## config.mk

```make
export PLATFORM = sky130hd
export DESIGN_NAME = muldiv_unit_flat
export DESIGN_NICKNAME = d
export VERILOG_FILES = /design/src/rtl/muldiv_pkg.sv /design/src/rtl/muldiv_if.sv /design/src/rtl/muldiv_booth_r4_pp.sv /design/src/rtl/muldiv_unit.sv /design/src/flat_wrapper.sv
export SDC_FILE = /design/constraint.sdc
export NUM_CORES = 1
export LEC_CHECK = 0
export CAP_MARGIN = 30
export CORE_ASPECT_RATIO = 0.8
export CORE_MARGIN = 2
export CORE_UTILIZATION = 50
export CTS_CLUSTER_DIAMETER = 50
export DETAILED_ROUTE_END_ITERATION = 7
export PLACE_DENSITY = 0.68
export SYNTH_ARGS = -nofsm -noshare
export SYNTH_HDL_FRONTEND = slang
export SYNTH_SLANG_ARGS = --single-unit
```

## constraint.sdc

```tcl
create_clock -name clk -period 9.02 [get_ports clk]
set_clock_uncertainty 0.15 [all_clocks]
set_input_delay 1.804 -clock clk [delete_from_list [all_inputs] [get_ports clk]]
set_output_delay 1.804 -clock clk [all_outputs]
set_load 0.05 [all_outputs]
```

## src/rtl/muldiv_pkg.sv

```systemverilog
// Shared types and op-class helpers for the iterative multiply/divide unit.
package muldiv_pkg;

    typedef enum logic [2:0] {
        OP_MUL    = 3'd0,
        OP_MULH   = 3'd1,
        OP_MULHSU = 3'd2,
        OP_MULHU  = 3'd3,
        OP_DIV    = 3'd4,
        OP_DIVU   = 3'd5,
        OP_REM    = 3'd6,
        OP_REMU   = 3'd7
    } op_t;

    typedef enum logic [1:0] {
        ST_IDLE = 2'd0,
        ST_MUL  = 2'd1,
        ST_DIV  = 2'd2,
        ST_DONE = 2'd3
    } state_t;

    function automatic logic is_div(input op_t op);
        return op inside {OP_DIV, OP_DIVU, OP_REM, OP_REMU};
    endfunction

    // MUL low half is sign-agnostic, so it is treated as unsigned here.
    function automatic logic is_signed_op1(input op_t op);
        return op inside {OP_MULH, OP_MULHSU, OP_DIV, OP_REM};
    endfunction

    function automatic logic is_signed_op2(input op_t op);
        return op inside {OP_MULH, OP_DIV, OP_REM};
    endfunction

    function automatic logic is_high(input op_t op);
        return op inside {OP_MULH, OP_MULHSU, OP_MULHU};
    endfunction

    function automatic logic is_rem(input op_t op);
        return op inside {OP_REM, OP_REMU};
    endfunction

endpackage

```

## src/rtl/muldiv_if.sv

```systemverilog
// Issue / writeback bundle of the multiply/divide unit.
//
// Handshake: a transfer on either channel happens on the rising edge where
// its valid and ready are both 1. The issue side may hold issue_valid until it
// sees issue_ready; the unit holds wb_valid and every wb_* field stable until
// wb_ready. rob_flush overrides both handshakes in the cycle it is high.
interface muldiv_if #(
    parameter int XLEN    = 32,
    parameter int ROBID_W = 7,
    parameter int RD_W    = 6
);
    import muldiv_pkg::*;

    logic               issue_valid;
    logic               issue_ready;
    op_t                issue_op;
    logic [ROBID_W-1:0] issue_robid;
    logic [RD_W-1:0]    issue_rd;
    logic [XLEN-1:0]    issue_op1;
    logic [XLEN-1:0]    issue_op2;
    logic               wb_valid;
    logic               wb_ready;
    logic [ROBID_W-1:0] wb_robid;
    logic [RD_W-1:0]    wb_rd;
    logic [XLEN-1:0]    wb_result;
    logic               rob_flush;
    state_t             dbg_state;

    modport master (
        output issue_valid, issue_op, issue_robid, issue_rd, issue_op1, issue_op2,
        output wb_ready, rob_flush,
        input  issue_ready, wb_valid, wb_robid, wb_rd, wb_result, dbg_state
    );

    modport slave (
        input  issue_valid, issue_op, issue_robid, issue_rd, issue_op1, issue_op2,
        input  wb_ready, rob_flush,
        output issue_ready, wb_valid, wb_robid, wb_rd, wb_result, dbg_state
    );

endinterface

```

## src/rtl/muldiv_booth_r4_pp.sv

```systemverilog
// Radix-4 Booth partial product: digit in {-2..+2} times the multiplicand,
// modulo 2^W (the multiplicand arrives already sign/zero extended to W bits).
module booth_r4_pp #(
    parameter int W = 64
) (
    input  logic [2:0]   digit,
    input  logic [W-1:0] mcand,
    output logic [W-1:0] pp
);

    // Select 0, +-M or +-2M from the Booth triplet.
    always_comb begin
        pp = '0;
        case (digit)
            3'b001, 3'b010: pp = mcand;
            3'b011:         pp = mcand << 1;
            3'b100:         pp = -(mcand << 1);
            3'b101, 3'b110: pp = -mcand;
            default:        pp = '0;
        endcase
    end

endmodule

```

## src/rtl/muldiv_unit.sv

```systemverilog
// Iterative multiply/divide unit: radix-4 Booth multiplier (XLEN/2+1 steps)
// and restoring magnitude divider (XLEN steps) behind one issue/writeback pair.
module muldiv_unit
    import muldiv_pkg::*;
#(
    parameter int XLEN    = 32,
    parameter int ROBID_W = 7,
    parameter int RD_W    = 6
) (
    input logic     clk,
    input logic     rst,
    muldiv_if.slave bus
);

    localparam int              CNT_W      = $clog2(XLEN + 2);
    localparam logic [CNT_W-1:0] MUL_LAST  = CNT_W'(XLEN / 2);
    localparam logic [CNT_W-1:0] DIV_LAST  = CNT_W'(XLEN);
    localparam logic [XLEN-1:0]  INT_MIN   = {1'b1, {(XLEN-1){1'b0}}};

    state_t             state_q, state_d;
    logic [CNT_W-1:0]   cnt_q;
    logic               accept;

    // Latched request
    op_t                op_q;
    logic [ROBID_W-1:0] robid_q;
    logic [RD_W-1:0]    rd_q;
    logic [XLEN-1:0]    src1_q;
    logic [XLEN-1:0]    res_q;

    // Multiplier datapath: multiplier carries an implicit bit -1 at [0]
    logic [2*XLEN-1:0]  acc_q, mcand_q, pp, acc_sum;
    logic [XLEN+2:0]    mq_q;
    logic [XLEN-1:0]    mul_res;

    // Divider datapath: dq_q shifts dividend out and quotient in
    logic [XLEN-1:0]    dq_q, dr_q, dd_q;
    logic               q_neg_q, r_neg_q, div_zero_q, div_ovf_q;
    logic [XLEN:0]      r_shift, r_diff;
    logic [XLEN-1:0]    quot, rem, div_res;
    logic               div_special;

    // Issue-side decode
    logic               iss_s1, iss_s2, op1_neg, op2_neg;
    logic [XLEN-1:0]    op1_mag, op2_mag;

    assign bus.issue_ready = (state_q == ST_IDLE) || ((state_q == ST_DONE) && bus.wb_ready);
    assign accept          = bus.issue_valid && bus.issue_ready && !bus.rob_flush;
    assign bus.wb_valid    = (state_q == ST_DONE);
    assign bus.wb_robid    = robid_q;
    assign bus.wb_rd       = rd_q;
    assign bus.wb_result   = res_q;
    assign bus.dbg_state   = state_q;

    // Operand signedness and magnitudes of the incoming request.
    always_comb begin
        iss_s1  = is_signed_op1(bus.issue_op);
        iss_s2  = is_signed_op2(bus.issue_op);
        op1_neg = iss_s1 && bus.issue_op1[XLEN-1];
        op2_neg = iss_s2 && bus.issue_op2[XLEN-1];
        op1_mag = op1_neg ? -bus.issue_op1 : bus.issue_op1;
        op2_mag = op2_neg ? -bus.issue_op2 : bus.issue_op2;
    end

    // Next state: flush beats everything, including a DONE handshake.
    always_comb begin
        state_d = state_q;
        case (state_q)
            ST_IDLE: if (accept) state_d = is_div(bus.issue_op) ? ST_DIV : ST_MUL;
            ST_MUL:  if (cnt_q == MUL_LAST) state_d = ST_DONE;
            ST_DIV:  if (div_special || (cnt_q == DIV_LAST)) state_d = ST_DONE;
            ST_DONE: begin
                if (bus.wb_ready) begin
                    if (accept) state_d = is_div(bus.issue_op) ? ST_DIV : ST_MUL;
                    else        state_d = ST_IDLE;
                end
            end
            default: state_d = ST_IDLE;
        endcase
        if (bus.rob_flush) state_d = ST_IDLE;
    end

    // State register and iteration counter.
    always_ff @(posedge clk) begin
        if (rst) begin
            state_q <= ST_IDLE;
            cnt_q   <= '0;
        end else begin
            state_q <= state_d;
            if (accept || bus.rob_flush)
                cnt_q <= '0;
            else if ((state_q == ST_MUL) || (state_q == ST_DIV))
                cnt_q <= cnt_q + CNT_W'(1);
        end
    end

    booth_r4_pp #(.W(2 * XLEN)) u_pp (
        .digit (mq_q[2:0]),
        .mcand (mcand_q),
        .pp    (pp)
    );

    // One multiply step, one divide step, and the final result selects.
    always_comb begin
        acc_sum     = acc_q + pp;
        mul_res     = is_high(op_q) ? acc_sum[2*XLEN-1:XLEN] : acc_sum[XLEN-1:0];
        r_shift     = {dr_q, dq_q[XLEN-1]};
        r_diff      = r_shift - {1'b0, dd_q};
        div_special = div_zero_q || div_ovf_q;
        quot        = q_neg_q ? -dq_q : dq_q;
        rem         = r_neg_q ? -dr_q : dr_q;
        div_res     = is_rem(op_q) ? rem : quot;
        if (div_zero_q)
            div_res = is_rem(op_q) ? src1_q : '1;
        else if (div_ovf_q)
            div_res = is_rem(op_q) ? '0 : src1_q;
    end

    // Datapath: load on accept, iterate in MUL/DIV, capture result into DONE.
    always_ff @(posedge clk) begin
        if (accept) begin
            op_q       <= bus.issue_op;
            robid_q    <= bus.issue_robid;
            rd_q       <= bus.issue_rd;
            src1_q     <= bus.issue_op1;
            acc_q      <= '0;
            mcand_q    <= {{XLEN{op1_neg}}, bus.issue_op1};
            mq_q       <= {{2{iss_s2 && bus.issue_op2[XLEN-1]}}, bus.issue_op2, 1'b0};
            dq_q       <= op1_mag;
            dr_q       <= '0;
            dd_q       <= op2_mag;
            q_neg_q    <= op1_neg ^ op2_neg;
            r_neg_q    <= op1_neg;
            div_zero_q <= (bus.issue_op2 == '0);
            div_ovf_q  <= iss_s1 && iss_s2 && (bus.issue_op1 == INT_MIN) && (bus.issue_op2 == '1);
        end else if (state_q == ST_MUL) begin
            acc_q   <= acc_sum;
            mcand_q <= mcand_q << 2;
            mq_q    <= mq_q >> 2;
            if (cnt_q == MUL_LAST) res_q <= mul_res;
        end else if (state_q == ST_DIV) begin
            if (div_special || (cnt_q == DIV_LAST)) begin
                res_q <= div_res;
            end else if (!r_diff[XLEN]) begin
                dr_q <= r_diff[XLEN-1:0];
                dq_q <= {dq_q[XLEN-2:0], 1'b1};
            end else begin
                dr_q <= r_shift[XLEN-1:0];
                dq_q <= {dq_q[XLEN-2:0], 1'b0};
            end
        end
    end

endmodule

```

## src/flat_wrapper.sv

```systemverilog
// flat-port wrapper written by rule: the top's interface ports become plain ports
module muldiv_unit_flat import muldiv_pkg::*;
#(
    parameter int XLEN    = 32,
    parameter int ROBID_W = 7,
    parameter int RD_W    = 6
)
  (clk, rst, bus_issue_valid, bus_issue_op, bus_issue_robid, bus_issue_rd, bus_issue_op1, bus_issue_op2, bus_wb_ready, bus_rob_flush, bus_issue_ready, bus_wb_valid, bus_wb_robid, bus_wb_rd, bus_wb_result, bus_dbg_state);
  muldiv_if #(.XLEN(XLEN), .ROBID_W(ROBID_W), .RD_W(RD_W)) bus_i ();
  input logic clk;
  input logic rst;
  input wire logic [$bits(bus_i.issue_valid)-1:0] bus_issue_valid;
  input wire logic [$bits(bus_i.issue_op)-1:0] bus_issue_op;
  input wire logic [$bits(bus_i.issue_robid)-1:0] bus_issue_robid;
  input wire logic [$bits(bus_i.issue_rd)-1:0] bus_issue_rd;
  input wire logic [$bits(bus_i.issue_op1)-1:0] bus_issue_op1;
  input wire logic [$bits(bus_i.issue_op2)-1:0] bus_issue_op2;
  input wire logic [$bits(bus_i.wb_ready)-1:0] bus_wb_ready;
  input wire logic [$bits(bus_i.rob_flush)-1:0] bus_rob_flush;
  output wire logic [$bits(bus_i.issue_ready)-1:0] bus_issue_ready;
  output wire logic [$bits(bus_i.wb_valid)-1:0] bus_wb_valid;
  output wire logic [$bits(bus_i.wb_robid)-1:0] bus_wb_robid;
  output wire logic [$bits(bus_i.wb_rd)-1:0] bus_wb_rd;
  output wire logic [$bits(bus_i.wb_result)-1:0] bus_wb_result;
  output wire logic [$bits(bus_i.dbg_state)-1:0] bus_dbg_state;
  assign bus_i.issue_valid = bus_issue_valid;
  assign bus_i.issue_op = bus_issue_op;
  assign bus_i.issue_robid = bus_issue_robid;
  assign bus_i.issue_rd = bus_issue_rd;
  assign bus_i.issue_op1 = bus_issue_op1;
  assign bus_i.issue_op2 = bus_issue_op2;
  assign bus_i.wb_ready = bus_wb_ready;
  assign bus_i.rob_flush = bus_rob_flush;
  assign bus_issue_ready = bus_i.issue_ready;
  assign bus_wb_valid = bus_i.wb_valid;
  assign bus_wb_robid = bus_i.wb_robid;
  assign bus_wb_rd = bus_i.wb_rd;
  assign bus_wb_result = bus_i.wb_result;
  assign bus_dbg_state = bus_i.dbg_state;
  muldiv_unit #(.XLEN(XLEN), .ROBID_W(ROBID_W), .RD_W(RD_W)) u_core (.clk(clk), .rst(rst), .bus(bus_i));
endmodule
```

# Yosys cells after proc, flatten, opt, wreduce, memory -nomap -nowiden
# Cells that the tools add are included.
dict set report classes {
  n_addsub 9
  eq_ne 30
  mux 32
  n_bitwise 4
  n_reduce_logical 33
}
# cell count
set op_table {}
lappend op_table {{$mux 32} 19}
lappend op_table {{$pmux 64 s4} 1}
lappend op_table {{$mux 64} 2}
lappend op_table {{$neg 32->32} 4}
lappend op_table {{$neg 64->64} 2}
lappend op_table {{$mux 35} 2}
lappend op_table {{$add 64x64->64} 1}
lappend op_table {{$eq 32x32->1 const B} 2}
lappend op_table {{$sub 33x32->33} 1}
lappend op_table {{$logic_not 32->1} 1}
lappend op_table {{$eq 3x3->1 const B} 9}
lappend op_table {{$eq 3x2->1 const B} 5}
lappend op_table {{$mux 2} 6}
lappend op_table {{$reduce_bool 2->1} 5}
lappend op_table {{$eq 3x1->1 const B} 3}
lappend op_table {{$logic_and 1x1->1} 8}
lappend op_table {{$pmux 2 s4} 1}
lappend op_table {{$reduce_and 4->1} 2}
lappend op_table {{$reduce_bool 4->1} 2}
lappend op_table {{$reduce_or 2->1} 4}
lappend op_table {{$add 6x1->6 const B} 1}
lappend op_table {{$eq 6x5->1 const B} 1}
lappend op_table {{$eq 6x6->1 const B} 1}
lappend op_table {{$ne 2x1->1 const B} 3}
lappend op_table {{11 further kinds} 22}
dict set report word_totals {
  ff_bits 351
  out_inout_bits 49
  elab_cells 126
}

# Logic depth before layout (Yosys ltp)
# Gate-level depths: netlist of the first run.
dict set report logic_depth {
  depth_word 8
  ltp_mapped 24
  depth_no_buf 23
}

# Cells and area by module
# From an unflattened synthesis of the first run, not the netlist that was laid out.
dict set report unflattened {
  cells_unflattened 3206
  hier_area_um2 26675.6
}
# module n_inst cells_per_inst area_per_inst_um2 seq_area_each_um2
set modules_own_cells {}
lappend modules_own_cells {muldiv_unit 1 2571 22851.9 9459.1}
lappend modules_own_cells {booth_r4_pp 1 635 3823.7 0.0}

# Worst setup path after synthesis of the first run
# OpenSTA, ideal clock, no wires.
dict set report synth_path {
  path_type {input to register}
  from {input bus_wb_ready}
  to {register u_core.rd_q[0], in the netlist u_core.bus.wb_rd[0], enable pin}
  setup_time_ns 0.481
  arrival_time_ns 5.629
  required_time_ns 8.389
  slack_ns 2.760
  stages 7
  cell_sequence {a21o_1 nand2_1 or2_2 clkbuf_1 inv_1 clkbuf_1 clkbuf_1}
}
dict set report synth_between {
  elab_chain_len 4
}
# item line_no
set synth_lines {}
lappend synth_lines {{from (decl)} flat_wrapper.sv:18} ;# input wire logic [$bits(bus_i.wb_ready)-1:0] bus_wb_ready;
lappend synth_lines {{$logic_and 1x1->1} muldiv_unit.sv:47} ;# assign bus.issue_ready = (state_q == ST_IDLE) || ((state_q == ST_DONE) && bus.wb_ready);
lappend synth_lines {{$logic_or 1x1->1} muldiv_unit.sv:47}
lappend synth_lines {{$logic_and 1x1->1 (2 in series)} muldiv_unit.sv:48} ;# assign accept = bus.issue_valid && bus.issue_ready && !bus.rob_flush;
lappend synth_lines {{net u_core.accept} muldiv_unit.sv:22} ;# logic accept;
lappend synth_lines {{to (signal assigned)} muldiv_unit.sv:124} ;# rd_q <= bus.issue_rd;
lappend synth_lines {{to (decl)} muldiv_unit.sv:27} ;# logic [RD_W-1:0] rd_q;
# The timed path passes the listed nets, and every way through them passes these cells.
# A chain may end at the register's enable or synchronous reset.

# Final worst setup path of the first run
dict set report layout_path {
  from {register u_core.mcand_q[9]}
  to {register u_core.res_q[5], in the netlist u_core.bus.wb_result[5], data pin}
}
dict set report layout_between {
  elab_chain_len 6
  word_cells_on_any_way 7
  cone_classes {add/sub: 3; mux: 4}
}
# item line_no
set layout_lines {}
lappend layout_lines {{from (decl)} muldiv_unit.sv:32} ;# logic [2*XLEN-1:0] acc_q, mcand_q, pp, acc_sum;
lappend layout_lines {{from (signal assigned)} muldiv_unit.sv:127} ;# mcand_q <= {{XLEN{op1_neg}}, bus.issue_op1};
lappend layout_lines {{from (signal assigned)} muldiv_unit.sv:138} ;# mcand_q <= mcand_q << 2;
lappend layout_lines {{$neg 64->64 (on tied branches)} {muldiv_booth_r4_pp.sv:18, muldiv_booth_r4_pp.sv:17}}
lappend layout_lines {{$pmux 64 s4 (*)} muldiv_booth_r4_pp.sv:14} ;# case (digit)
lappend layout_lines {{$add 64x64->64 (*)} muldiv_unit.sv:105} ;# acc_sum = acc_q + pp;
lappend layout_lines {{$mux 32 (*)} muldiv_unit.sv:106} ;# mul_res = is_high(op_q) ? acc_sum[2*XLEN-1:XLEN] : acc_sum[XLEN-1:0];
lappend layout_lines {{$mux 32 (*)} muldiv_unit.sv:140} ;# if (cnt_q == MUL_LAST) res_q <= mul_res;
lappend layout_lines {{$mux 32 (*)} muldiv_unit.sv:136} ;# end else if (state_q == ST_MUL) begin
lappend layout_lines {{to (signal assigned)} muldiv_unit.sv:140}
lappend layout_lines {{to (signal assigned)} muldiv_unit.sv:143} ;# res_q <= div_res;
lappend layout_lines {{to (decl)} muldiv_unit.sv:29} ;# logic [XLEN-1:0] res_q;
# Every way passes the cells marked *; elsewhere a longest branch is shown, timed or not. The select of a mux whose other input is x is not followed.

==> results by group, run 1 <==
Status
  – Run status: complete, no violations

GRT
  – Maximum number of pins on one net before global-route repair: roughly 120
  – Initial antenna violation count: 3
  – First-pass GRT wire length: between 100 and 150 mm
  – Global routing usage summed across all routing layers: 0.352
  – Global route overflow: 0
  – Vias in the first global route: between 20000 and 25000

Place
  – RD Place Congestion: around 1
  – Post-DP HPWL: between 70 and 80 mm
  – Count of input and output buffers: about 130

Power and ir drop
  – Total net switching power: 2.88 mW
  – Power Dens Cells: approximately 240 nW/µm²
  – Part of the power in combinational logic: 0.400
  – Portion of total power attributed to the clock network: 0.287
  – Total power draw: between 7 and 8 mW
  – Leak pwr: between 10 and 15 nW
  – Int Power: a little over 4 mW
  – Max VDD drop: approximately 0.15 mV
  – Portion of total power attributed to sequential cells: 0.313
  – Switching portion of total power: 0.410

Clock tree
  – PostCTS Resize Cnt: 0
  – Clock latency at the later pin of the worst-skew pair: ~0.61 ns
  – Clock edge transition at the registers on the reported setup and hold paths: around 0.06 ns
  – Master cell of the clock root buffer: sky130_fd_sc_hd__clkbuf_16
  – TritonCTS clock tree: built
  – Num Clock Sinks: 350
  – Num CTS Buffers: between 40 and 50
  – Hold-fix buffer count after cts: 0
  – Maximum root-to-sink buffer count: 3
  – Post-CTS Setup Inserts: 0
  – H-Tree Depth: 2

Min path
  – Classification of the worst-slack hold path: reg -> reg

Synth
  – Ranking of synthesized cells by area: sky130_fd_sc_hd__edfxtp_1 28%, sky130_fd_sc_hd__dfxtp_1 8.1%, sky130_fd_sc_hd__nand2_1 6.4%, sky130_fd_sc_hd__ha_1 5.3%, sky130_fd_sc_hd__xnor2_1 5.3%
  – Post-synthesis sequential area ratio: 0.363
  – Net count after synthesis: ~3300
  – Share of async-settable or async-resettable flops after synthesis: 0
  – Number of enable-type register cells in the synthesized netlist: around 250
  – Area fraction of the dominant cell type after synthesis: 0.282
  – Post-synthesis cell count: between 3000 and 4000
  – Ys flop type: sky130_fd_sc_hd__edfxtp_1
  – Number of warnings reported in the yosys synthesis log: 0
  – Flip-flop and latch count after synthesis: 350
  – Yosys top cell by area: sky130_fd_sc_hd__edfxtp_1
  – Synthesized area per cell: ~8.4 µm²
  – Number of unique standard cell types used by synthesis: 87
  – Cell area after synthesis: about 26000 µm²

Layout
  – Growth of design area from synthesis to finish: 13.1%
  – Commonest cells after routing, fill and taps aside: 441 x sky130_fd_sc_hd__nand2_1, 256 x sky130_fd_sc_hd__nor2_1, 245 x sky130_fd_sc_hd__edfxtp_1
  – End-of-flow core utilization: 0.575
  – Final net count: 3318
  – Commonest non-fill, non-tap cell in the layout: sky130_fd_sc_hd__nand2_1
  – Number of antenna cells inserted: 0
  – Number of filler instances in the final layout: 4593
  – Share of final-layout standard cells stronger than drive strength 1: 0.0506

Die
  – I/O Pins: between 100 and 150
  – Die extent in y: approximately 210 µm
  – Die ar.: ~54000 µm²
  – Die boundary width: between 200 and 300 µm
  – Core area: around 51000 µm²
  – Starting Density: 0.508
  – # rows: 74

Route
  – Wirelength, routed: about 98 mm
  – Total number of vias: approximately 25000
  – Pre-antenna DRT Iters: 6
  – Detailed-route DRC error count: 0
  – Antenna-violating nets left: 0
  – Wirelength per Cell: 25.5 µm
  – Via density per instance: 6.51
  – Iteration-0 DRC count of the detailed router: 3688

Timing
  – Slew at the pin closest to its max-slew limit: between 1 and 1.5 ns
  – Setup violation total in the final timing report: 0
  – Final hold violations: 0
  – Period utilization: 0.797
  – Setup TNS after final layout: 0 ns
  – Worst slew margin relative to its limit: 0.258
  – Fin crit period: just over 7 ns
  – Fmax: approximately 140 MHz
  – Final Slew Violations: 0
  – Unrepaired setup endpoints after global routing: false

Worst setup path
  – Type of the worst setup path: reg -> reg
  – CP startpoint kind: register
  – Critical path required time: roughly 9 ns
  – Element type at the critical path end: register
  – Maximum fanout along the worst path: 6
  – Data arrival, critical path: 7.34 ns
  – Slack of the worst reg-to-reg path: about 1.8 ns

Job
  – Max-Cap Viols: 0
-- Yosys cell counts, types with 15 or more instances --
cell type	number
sky130_fd_sc_hd__a22oi_1	44
sky130_fd_sc_hd__xor2_1	135
sky130_fd_sc_hd__nor3_1	58
sky130_fd_sc_hd__buf_1	17
sky130_fd_sc_hd__ha_1	110
sky130_fd_sc_hd__mux2i_1	84
sky130_fd_sc_hd__nor2_1	259
sky130_fd_sc_hd__inv_1	83
sky130_fd_sc_hd__a21oi_1	218
sky130_fd_sc_hd__o22ai_1	23
sky130_fd_sc_hd__clkbuf_1	180
sky130_fd_sc_hd__o31ai_1	37
sky130_fd_sc_hd__edfxtp_1	245
sky130_fd_sc_hd__nand2b_1	26
sky130_fd_sc_hd__nand3_1	78
sky130_fd_sc_hd__a21o_1	76
sky130_fd_sc_hd__o21ai_1	20
sky130_fd_sc_hd__or4_1	18
sky130_fd_sc_hd__or3_1	43
sky130_fd_sc_hd__xnor2_1	157
sky130_fd_sc_hd__nor2b_1	19
sky130_fd_sc_hd__o21ai_0	243
sky130_fd_sc_hd__o21bai_1	15
sky130_fd_sc_hd__o21a_1	21
sky130_fd_sc_hd__a31oi_1	49
sky130_fd_sc_hd__nor4_1	29
sky130_fd_sc_hd__a211oi_1	22
sky130_fd_sc_hd__nand4_1	37
sky130_fd_sc_hd__dfxtp_1	105
sky130_fd_sc_hd__nand2_1	443
sky130_fd_sc_hd__a221oi_1	20
-- cell type report --
type	instances	area [µm²]	area share
flip-flops and latches	350	9460	0.321
well taps	684	856	0.0290
inverters	85	324	0.0110
clock buffers	56	1260	0.0428
multi-input cells	2471	15600	0.528
clock inverters	30	402	0.0136
repair buffers	167	1600	0.0543
-- through the flow --
| step | hold WS, ns | instance area (µm²) | setup slack, ns | instances |
|---|---|---|---|---|
| floorplan | 0.309 | 26100 | 2.76 | 3111 |
| global placement | 0.319 | 27800 | 2.39 | 3749 |
| detailed placement | 0.326 | 27800 | 2.27 | 3754 |
| CTS | 0.334 | 29500 | 2.21 | 3840 |
| global route | 0.372 | 29500 | 1.61 | 3843 |
| finish | 0.338 | 29500 | 1.83 | 3843 |
-- cell families (layout without fill, tap and decap cells) --
family,after synthesis,in the layout,synth area share
simple gates,1070,1070,0.188
compound gates,909,909,0.221
flops,350,350,0.363
xor+xnor,293,293,0.0988
buf+inv,290,338,0.0422
fa+ha+maj,112,112,0.0543
mux,87,87,0.0336
-- sequential cells by signal, summed over array words and instances (netlist names), 6 cells and up --
register,cells
u_core.mq_q,34
u_core.acc_q,64
u_core.mcand_q,64
u_core.cnt_q,6
u_core.src1_q,32
u_core.bus.wb_robid,7
u_core.dq_q,32
u_core.dd_q,32
u_core.dr_q,32
u_core.bus.wb_rd,6
u_core.bus.wb_result,32
-- path summary, 6_finish.rpt --
check | from | to | cells after the start
min | u_core.acc_q[61]$_SDFFE_PP0P_ | u_core.acc_q[61]$_SDFFE_PP0P_ | 2
max | u_core.mcand_q[9]$_DFFE_PP_ | u_core.bus.wb_result[5]$_DFFE_PP_ | 20
min reg2reg | u_core.acc_q[61]$_SDFFE_PP0P_ | u_core.acc_q[61]$_SDFFE_PP0P_ | 2
max reg2reg | u_core.mcand_q[9]$_DFFE_PP_ | u_core.bus.wb_result[5]$_DFFE_PP_ | 20
-- critical path, cell delays in order (launching register included) --
cell,delay [ns]
sky130_fd_sc_hd__edfxtp_1,0.51
sky130_fd_sc_hd__nor4_4,0.38
sky130_fd_sc_hd__nand4_2,0.25
sky130_fd_sc_hd__nor4_2,0.46
sky130_fd_sc_hd__nand2_1,0.20
sky130_fd_sc_hd__or3_1,0.42
sky130_fd_sc_hd__nor3_1,0.22
sky130_fd_sc_hd__xnor2_1,0.21
sky130_fd_sc_hd__a221oi_1,0.12
sky130_fd_sc_hd__a21oi_1,0.56
sky130_fd_sc_hd__ha_1,0.42
sky130_fd_sc_hd__a21oi_1,0.45
sky130_fd_sc_hd__o21ai_0,0.18
sky130_fd_sc_hd__nor2_1,0.17
sky130_fd_sc_hd__and3_1,0.17
sky130_fd_sc_hd__a21oi_1,0.22
sky130_fd_sc_hd__and4_1,0.30
sky130_fd_sc_hd__a2111o_1,0.35
sky130_fd_sc_hd__xor2_1,0.50
sky130_fd_sc_hd__nand2_1,0.12
sky130_fd_sc_hd__a32oi_1,0.48
-- layer usage --
layer / vias up / GRT usage / wire length [µm]
met3: 137 / 0.139 / 15000
met4: 2 / 0.0910 / 2550
met2: 1463 / 0.438 / 36100
met5: - / 0 / 13
li1: 11364 / - / -
met1: 12071 / 0.548 / 44400
-- power by group through the flow --
stage | clock network [mW] | registers [mW] | logic [mW]
after floorplan | 0 | 2.16 | 1.85
after global placement | 0 | 2.21 | 2.67
after detailed placement | 0 | 2.22 | 2.69
after CTS | 2.03 | 2.19 | 2.71
after global routing | 2.09 | 2.22 | 3.01
final | 2.02 | 2.20 | 2.81
No activity file was read; power rests on OpenSTA's default activity.
==> run 2, diff against run 1 <==
Clock period 9.02 ns to 7 ns, I/O delays scaled along.
==> results by group, run 2 (synthesis gave the netlist of run 1 again) <==
Worst setup path
  – Maximum fanout along the worst path: 8
  – Data arrival, critical path: between 6 and 7 ns
  – Endpoint of the worst register-to-register path: u_core.bus.wb_result[27]$_DFFE_PP_
  – Type of the worst setup path: reg -> reg
  – Element type at the critical path end: register
  – Crit Reg-Reg Startpoint: u_core.mcand_q[10]$_DFFE_PP_
  – Critical path required time: roughly 7.1 ns
  – CP startpoint kind: register
  – Crit. Startpoint: u_core.mcand_q[10]$_DFFE_PP_
  – Slack of the worst reg-to-reg path: about 0.37 ns
  – Worst R2R Path Depth: 21

GRT
  – Global route overflow: 0
  – Most heavily used metal layer in global routing: met1
  – Vias in the first global route: 22357
  – First-pass GRT wire length: between 100 and 150 mm
  – Initial antenna violation count: 2
  – GR met1 Demand/Resource: 0.564
  – Global routing usage summed across all routing layers: 0.350
  – GRT met3 Usage: 0.107
  – GRT met2 Usage: 0.447
  – Maximum number of pins on one net before global-route repair: about 130

Clock tree
  – Clock edge transition at the registers on the reported setup and hold paths: 0.06 ns
  – TritonCTS clock tree: built
  – H-Tree Depth: 2
  – Num CTS Buffers: 43
  – Post-CTS Setup Inserts: 0
  – Master cell of the clock root buffer: sky130_fd_sc_hd__clkbuf_16
  – Maximum root-to-sink buffer count: 3
  – Num Clock Sinks: 350
  – Clock latency at the later pin of the worst-skew pair: 0.60 ns

Timing
  – Unrepaired setup endpoints after global routing: false
  – Worst slew margin relative to its limit: 0.228
  – Slew at the pin closest to its max-slew limit: ~1.1 ns
  – Fin crit period: roughly 6.6 ns
  – Setup TNS after final layout: 0 ns
  – Setup violation total in the final timing report: 0
  – Fmax: 151 MHz
  – Smallest setup slack after layout: 0.369 ns
  – Period utilization: 0.947
  – Final Slew Violations: 0
  – Final hold violations: 0
  – Final worst hold slack: 0.343 ns

Place
  – Post-DP HPWL: 72.1 mm
  – Count of input and output buffers: approximately 130
  – RD Place Congestion: around 0.98
  – Pre-CTS setup slack: 0.446 ns
  – Dpl cell area: roughly 28000 µm²

Route
  – Antenna-violating nets left: 0
  – Iteration-0 DRC count of the detailed router: 3271
  – Pre-antenna DRT Iters: 6
  – Wirelength, routed: 96.1 mm
  – Via density per instance: roughly 6.4
  – Total number of vias: roughly 25000
  – Detailed-route DRC error count: 0
  – Wirelength per Cell: 24.9 µm

Layout
  – Largest registers in the final layout: u_core.acc_q x64, u_core.mcand_q x64, u_core.mq_q x34
  – End-of-flow core utilization: 0.575
  – Commonest non-fill, non-tap cell in the layout: sky130_fd_sc_hd__nand2_1
  – Number of antenna cells inserted: 0
  – Share of final-layout standard cells stronger than drive strength 1: 0.0554
  – Final net count: between 3000 and 4000
  – Growth of design area from synthesis to finish: 13.2%
  – Commonest cells after routing, fill and taps aside: 441 x sky130_fd_sc_hd__nand2_1, 256 x sky130_fd_sc_hd__nor2_1, 245 x sky130_fd_sc_hd__edfxtp_1
  – Final std cell area, no fill: around 30000 µm²

Die
  – # rows: 74
  – Starting Density: 0.508
  – Die ar.: around 54000 µm²
  – Die boundary width: approximately 260 µm
  – Die extent in y: approximately 210 µm
  – I/O Pins: ~130
  – Core area: around 51000 µm²

Status
  – Run status: complete, no violations

Min path
  – WHS Path Cells: 2
  – Hold Crit Endpoint: u_core.acc_q[61]$_SDFFE_PP0P_
  – Classification of the worst-slack hold path: reg -> reg
  – Hold path start: u_core.acc_q[61]$_SDFFE_PP0P_

Power and ir drop
  – Int Power: a little over 5 mW
  – Part of the power in combinational logic: 0.414
  – Total net switching power: 3.64 mW
  – Leak pwr: between 10 and 15 nW
  – Portion of total power attributed to sequential cells: 0.322
  – Portion of total power attributed to the clock network: 0.264
  – Power Dens Cells: 298 nW/µm²
  – Switching portion of total power: 0.415
  – Max VDD drop: just under 0.2 mV

Job
  – Max-Cap Viols: 0
[run 2: cell count changes in the layout (fill, tap and decap cells not counted), sizes merged]
cell	change
buf	+22
bufinv	-4
clkbuf	+1
clkinv	-1
clkinvlp	-1
[run 2: through the flow]
step	std cells	total power [mW]
after floorplan	3111	5.17
after global placement	3776	6.30
after detailed placement	3777	6.34
after CTS	3856	8.65
after global routing	3860	9.18
final	3860	8.78
[run 2: final cells by class]
type | count | area [µm²]
clock inverter | 24 | 256
fill | 4675 | 21800
multi-input combinational | 2471 | 15600
clock buffer | 55 | 1180
inverter | 85 | 324
timing repair buffer | 191 | 1840
sequential | 350 | 9460
tap | 684 | 856
[run 2: critical path, cell delays in order, from the launching register on]
cell and delay [ns]:
sky130_fd_sc_hd__edfxtp_1 0.54, sky130_fd_sc_hd__nor4_4 0.39, sky130_fd_sc_hd__nand4_2 0.26, sky130_fd_sc_hd__nor4_2 0.39
sky130_fd_sc_hd__nand2_1 0.29, sky130_fd_sc_hd__or3_1 0.43, sky130_fd_sc_hd__or3_1 0.38, sky130_fd_sc_hd__nand2_1 0.10
sky130_fd_sc_hd__xor2_1 0.06, sky130_fd_sc_hd__o21ai_1 0.41, sky130_fd_sc_hd__ha_1 0.42, sky130_fd_sc_hd__a21o_1 0.23
sky130_fd_sc_hd__a31oi_1 0.24, sky130_fd_sc_hd__o21ai_0 0.15, sky130_fd_sc_hd__o31ai_1 0.33, sky130_fd_sc_hd__o21a_1 0.19
sky130_fd_sc_hd__o31ai_2 0.10, sky130_fd_sc_hd__a211o_1 0.32, sky130_fd_sc_hd__or3b_4 0.42, sky130_fd_sc_hd__a31oi_2 0.24
sky130_fd_sc_hd__xor2_1 0.18, sky130_fd_sc_hd__a311oi_1 0.10
[run 2: worst max-delay path by stage]
stage	to	slack (ns)	depth (start not counted)
2_1_floorplan	u_core.bus.wb_rd[0]$_DFFE_PP_	1.14	7
3_3_place_gp	u_core.bus.wb_result[30]$_DFFE_PP_	0.55	21
3_5_place_dp	u_core.bus.wb_result[30]$_DFFE_PP_	0.45	21
4_1_cts	u_core.bus.wb_result[30]$_DFFE_PP_	0.40	21
5_1_grt	u_core.bus.wb_result[27]$_DFFE_PP_	0.004	21
6_report	u_core.bus.wb_result[27]$_DFFE_PP_	0.37	21
[run 2: timing repair]
action                     CTS  global route
gates resized for setup      0             3
setup endpoints to repair    0            10
hold buffers                 0             0
[run 2: power groups by stage]
stage	Sequential [mW]	Combinational (mW)	Clock, mW
3_3_place_gp	2.84	3.46	0
4_1_cts	2.81	3.50	2.33
5_1_grt	2.85	3.92	2.41
2_1_floorplan	2.78	2.39	0
6_report	2.83	3.64	2.31
3_5_place_dp	2.86	3.48	0
[run 2: layer usage]
metal / share of wire / vias up / routed length [µm]
met1: 0.47 / 11938 / 45600
met4: 0.018 / 0 / 1720
met3: 0.13 / 97 / 12900
li1: - / 11389 / -
met5: 0 / - / 0
met2: 0.37 / 1296 / 35900
